[src/rtl/state_pkg.sv]
// Shared player types and sprite geometry for the level-1 controller and drawer.
// Pose enum, sprite width and default walk step live here so both sides agree.
package state_pkg;

  typedef enum logic [2:0] {
    IDLE,
    RIGHT1,
    RIGHT2,
    LEFT1,
    LEFT2
  } State;

  typedef enum logic [1:0] {
    DIR_NONE,
    DIR_RIGHT,
    DIR_LEFT
  } dir_e;

  localparam int SCREEN_W     = 1024;
  localparam int PLAYER_W     = 40;
  localparam int STEP_DEFAULT = 4;

endpackage

[src/rtl/btn_sync.sv]
// Two-flop synchronizer bringing one raw asynchronous button into the clk domain.
// Output follows the input after two clk edges.
module btn_sync (
  input  logic clk,
  input  logic rst,
  input  logic btn_i,
  output logic btn_o
);

  logic meta_q;
  logic sync_q;

  always_ff @(posedge clk) begin
    if (rst) begin
      meta_q <= 1'b0;
      sync_q <= 1'b0;
    end else begin
      meta_q <= btn_i;
      sync_q <= meta_q;
    end
  end

  assign btn_o = sync_q;

endmodule

[src/rtl/player_ctl_1.sv]
// Player-1 movement: one position/pose update per frame, on the vblnk rising edge.
// Tick one cycle after the edge, outputs updated the cycle after that, all registered.
module player_ctl_1
  import state_pkg::*;
#(
  parameter int X_START     = 100,
  parameter int X_MIN       = 0,
  parameter int X_MAX       = SCREEN_W - PLAYER_W,
  parameter int STEP        = STEP_DEFAULT,
  parameter int ANIM_FRAMES = 8
) (
  input  logic        clk,
  input  logic        rst,
  input  logic        btn_left,
  input  logic        btn_right,
  input  logic        vblnk,
  output logic [11:0] xpos_player1,
  output State        state,
  output logic        frame_tick
);

  localparam int CW = $clog2(ANIM_FRAMES + 1);

  logic          l_s;
  logic          r_s;
  logic          vblnk_q;
  logic          armed_q;
  logic          frame_tick_q;
  logic [11:0]   xpos_q;
  logic [11:0]   xpos_d;
  logic [12:0]   sum_right;
  logic [CW-1:0] anim_cnt_q;
  State          state_q;
  dir_e          dir;

  btn_sync u_sync_left  (.clk(clk), .rst(rst), .btn_i(btn_left),  .btn_o(l_s));
  btn_sync u_sync_right (.clk(clk), .rst(rst), .btn_i(btn_right), .btn_o(r_s));

  always_comb begin
    dir = DIR_NONE;
    if (r_s && !l_s) dir = DIR_RIGHT;
    else if (l_s && !r_s) dir = DIR_LEFT;
  end

  // 13-bit sum so the right clamp cannot be fooled by a 12-bit wrap.
  always_comb begin
    sum_right = {1'b0, xpos_q} + 13'(STEP);
    xpos_d    = xpos_q;
    if (frame_tick_q) begin
      if (dir == DIR_RIGHT) begin
        xpos_d = (sum_right > 13'(X_MAX)) ? 12'(X_MAX) : sum_right[11:0];
      end else if (dir == DIR_LEFT) begin
        xpos_d = (xpos_q < 12'(X_MIN + STEP)) ? 12'(X_MIN) : xpos_q - 12'(STEP);
      end
    end
  end

  // armed_q blocks a tick from a vblnk that was already high when reset released.
  always_ff @(posedge clk) begin
    if (rst) begin
      vblnk_q      <= 1'b0;
      armed_q      <= 1'b0;
      frame_tick_q <= 1'b0;
      xpos_q       <= 12'(X_START);
      state_q      <= IDLE;
      anim_cnt_q   <= '0;
    end else begin
      vblnk_q      <= vblnk;
      if (!vblnk) armed_q <= 1'b1;
      frame_tick_q <= vblnk && !vblnk_q && armed_q;
      xpos_q       <= xpos_d;
      if (frame_tick_q) begin
        case (dir)
          DIR_RIGHT: begin
            if (state_q == RIGHT1 || state_q == RIGHT2) begin
              if (anim_cnt_q == CW'(ANIM_FRAMES - 1)) begin
                state_q    <= (state_q == RIGHT1) ? RIGHT2 : RIGHT1;
                anim_cnt_q <= '0;
              end else begin
                anim_cnt_q <= anim_cnt_q + CW'(1);
              end
            end else begin
              state_q    <= RIGHT1;
              anim_cnt_q <= '0;
            end
          end
          DIR_LEFT: begin
            if (state_q == LEFT1 || state_q == LEFT2) begin
              if (anim_cnt_q == CW'(ANIM_FRAMES - 1)) begin
                state_q    <= (state_q == LEFT1) ? LEFT2 : LEFT1;
                anim_cnt_q <= '0;
              end else begin
                anim_cnt_q <= anim_cnt_q + CW'(1);
              end
            end else begin
              state_q    <= LEFT1;
              anim_cnt_q <= '0;
            end
          end
          default: begin
            state_q    <= IDLE;
            anim_cnt_q <= '0;
          end
        endcase
      end
    end
  end

  assign xpos_player1 = xpos_q;
  assign state        = state_q;
  assign frame_tick   = frame_tick_q;

endmodule
[config.mk]
export PLATFORM = sky130hd
export DESIGN_NAME = player_ctl_1
export DESIGN_NICKNAME = d
export VERILOG_FILES = /design/src/rtl/state_pkg.sv /design/src/rtl/btn_sync.sv /design/src/rtl/player_ctl_1.sv
export SDC_FILE = /design/constraint.sdc
export NUM_CORES = 1
export LEC_CHECK = 0
export ABC_CLOCK_PERIOD_IN_PS = 5800
export BUFFER_PORTS_ARGS = -buffer_cell sky130_fd_sc_hd__buf_2
export CORE_MARGIN = 8
export CORE_UTILIZATION = 45
export CTS_CLUSTER_DIAMETER = 40
export DETAILED_ROUTE_END_ITERATION = 8
export GPL_TIMING_DRIVEN = 0
export HOLD_SLACK_MARGIN = 0.06
export PLACE_DENSITY = 0.69
export SLEW_MARGIN = 20
export SYNTH_ARGS = -nofsm -noshare
export SYNTH_HDL_FRONTEND = slang
export SYNTH_HIERARCHICAL = 1
export SYNTH_SLANG_ARGS = --single-unit
[constraint.sdc]
create_clock -name clk -period 5.8 [get_ports clk]
set_clock_uncertainty 0.05 [all_clocks]
set_input_delay 0.58 -clock clk [delete_from_list [all_inputs] [get_ports clk]]
set_output_delay 0.58 -clock clk [all_outputs]
set_load 0.005 [all_outputs]
==> results.md <==
* Total CTS buffers at 3
* CP Class: register to register
* Max Cap Violations at 0
* Startpoint types: register
* Largest net degree at the start of global routing at 14
* Detailed-router iteration count before antenna repair at 4
* 1st-iter DRT viols at 174
* Number of distinct library cells after synthesis at 54
* Post-synth EDFFs at 0
* Max frequency at 422.1 MHz
* Clk pin slew, worst setup/hold paths at 130 ps
* Max clock buf depth at 2
* Ys async rst share at 0%
* Min cycle time layout at 2369 ps
* Final hold viol count at 0
* Ys flop type: dfxtp_1
* Core area at 3363 um2
* FP Rows at 21
* Vias in the first global route at 1317
* CP endpoint kind: register
* Most frequent cells in the layout: dfxtp_1, buf_2, inv_1, a21oi_1
* Main combinational cell family by area after synthesis: simple AND/OR/NAND/NOR gates
* Initial antenna violation count at 0
* Post-Synth Simple-Gate Area at 27.40%
* Post-DP HPWL at 2.844 mm
* Global route total overflow at 0
* IR drop worst, VDD at 102.2 uV
* First-pass GRT wire length at 6.361 mm
* Die ar. at 5664 um2
* Layout cells sized above 1 at 18.06%
* Commonest non-fill, non-tap cell in the layout: dfxtp_1
* Status: finished clean
* CP Launch Point: xpos_player1[2]
* Worst Hold Class: register to register
* Post-Route WL at 3.889 mm
* Crit path max fanout at 10
* Ant diodes at 0
* Crit path to: xpos_player1[3]
* GR Util All Layers at 14.32%
* Clock latency on the worst-skew pair at 310 ps
* Setup violators final at 0
* Vias/cell at 5.779
* Area added between synthesis and finish at 11.88%
* Final ANT Viol Nets at 0
* Final nets at 228
* FF-to-FF Start: xpos_player1[2]
* Drt drc at 0
* Pwr/cell area at 158.6 nW/um2
* Hold-fix buffers at CTS at 0
* Ratio of final minimum period to clock period at 40.85%
* Reg2Reg Depth at 7
* RR Endpoint: xpos_player1[3]
* Via count at 1514
* Worst hold slack at 349.1 ps
* Die H at 75.26 um
* Synth Area per Inst at 8.188 um2
* Buffers on Ports at 18
* WL/cell at 14.84 um
* Setup bufs post-CTS at 0
* Synth Instances at 193
* Slew margin rel. at 59.28%
* Compound-Gate Fraction of Synth Area at 25.65%
* GP Congestion at 0.9281
* Clock H-tree levels at 1
* Initial Util at 46.99%
* Reg-to-reg setup timing slack at 3430 ps
* Seq/Total Area, Yosys at 30.40%
* CTS tree: yes
* Synthesized cell area at 1580 um2
* Pleak at 0.6579 nW
* XOR/XNOR Fraction of Synth Area at 1.663%
* Worst-Margin Slew at 605.6 ps
* Crit path DAT at 2500 ps
* Post_cts resized at 0
* RSZ-0062 raised after global routing: no
* Adder-Cell Fraction of Synth Area at 4.751%
* Worst Path Required at 5930 ps
* Ys Warns at 6
* Ports at 21
* CTS Root Cell: clkbuf_4
* Slew Viols, Final at 0
* Post-synthesis mux area share at 2.692%
* Die width at 75.26 um
* Post-route setup TNS at 0 ps
* Synth Register Bits at 24
* Clk sink count at 24
==> routing by layer <==
layer | global-route usage, % | vias up | part of all wire, %
met2 | 21.98 | 44 | 45
met4 | 4.051 | 0 | 0.77
met1 | 19.45 | 703 | 49
met3 | 3.063 | 4 | 5.6
li1 | - | 763 | -
met5 | 0 | - | 0
==> cell usage after synthesis, drive strengths merged, types with 3 or more instances <==
| library cell | instances | area [um2] |
|---|---|---|
| a31oi | 5 | 31.28 |
| nand2 | 10 | 37.54 |
| nand4 | 4 | 31.28 |
| o31ai | 4 | 30.03 |
| nor2b | 8 | 50.05 |
| a21oi | 13 | 65.06 |
| nand2b | 4 | 25.02 |
| nor4 | 3 | 18.77 |
| a221oi | 4 | 58.81 |
| clkbuf | 6 | 22.52 |
| nor3 | 8 | 40.04 |
| dfxtp | 24 | 480.5 |
| inv | 13 | 48.80 |
| buf | 7 | 42.54 |
| nand3 | 6 | 35.03 |
| nor2 | 13 | 51.30 |
| or4 | 3 | 30.03 |
| nor3b | 3 | 22.52 |
| o21ai | 12 | 60.06 |
| and3 | 4 | 25.02 |
| ha | 6 | 75.07 |
==> critical path: stages (launching register included) <==
cell and delay (ps):
dfxtp_1 540, inv_1 80, ha_1 340, nand2b_1 120, a2111oi_0 80, or4_4 560, a21oi_1 310, a41oi_1 160
==> cells by family (layout without fill, tap and decap cells) <==
logic type               after synthesis  count (layout)
other                                  1               2
flip-flops                            24              24
AND/OR/NAND/NOR                       73              73
multiplexers                           4               4
adder cells (fa/ha/maj)                6               6
AO/OA/AOI/OAI                         56              56
buffers and inverters                 26              48
XOR/XNOR                               3               3
==> flip-flops by register name, summed over array words and instances, names as in the netlist <==
signal / cells
frame_tick: 1
xpos_player1: 10
armed_q: 1
vblnk_q: 1
state: 3
u_sync_left/meta_q: 1
u_sync_right/meta_q: 1
anim_cnt_q: 4
u_sync_right/btn_o: 1
u_sync_left/btn_o: 1
==> worst min path at each step <==
stage | slack, ps | cells past startpoint | end | start
4_1_cts | 350 | 1 | frame_tick | vblnk_q
6_report | 350 | 1 | frame_tick | vblnk_q
5_1_grt | 380 | 2 | armed_q | vblnk
3_3_place_gp | 330 | 1 | frame_tick | vblnk_q
2_1_floorplan | 320 | 1 | frame_tick | vblnk_q
3_5_place_dp | 330 | 1 | frame_tick | vblnk_q
==> stage by stage <==
step	instance area (um2)	util, %	total power [mW]	setup slack, ps	std cells
3_5_place_dp	1732	51.49	0.1953	3463	258
5_1_grt	1768	52.57	0.2927	3283	262
3_3_place_gp	1732	51.49	0.1949	3473	258
4_1_cts	1768	52.57	0.2830	3455	262
6_report	1768	52.57	0.2804	3431	262
2_1_floorplan	1584	-	0.1880	3703	194
==> final cells by class <==
| cell class | count | area [um2] |
|---|---|---|
| Tap cell | 46 | 57.56 |
| Buffer | 13 | 65.06 |
| Clock buffer | 4 | 36.28 |
| Fill cell | 354 | 1595 |
| Inverter | 13 | 48.80 |
| Timing Repair Buffer | 18 | 90.09 |
| Sequential cell | 24 | 480.5 |
| Multi-Input combinational cell | 144 | 989.7 |
==> where the power goes <==
part           switching (mW)  internal (mW)  total (mW)  leakage [nW]
registers             0.00195          0.168       0.170         0.195
clock network          0.0502         0.0383      0.0885        0.0210
logic                  0.0137        0.00852      0.0222         0.442
total                  0.0658          0.215       0.280         0.658
(Power assumes the default switching activity.)
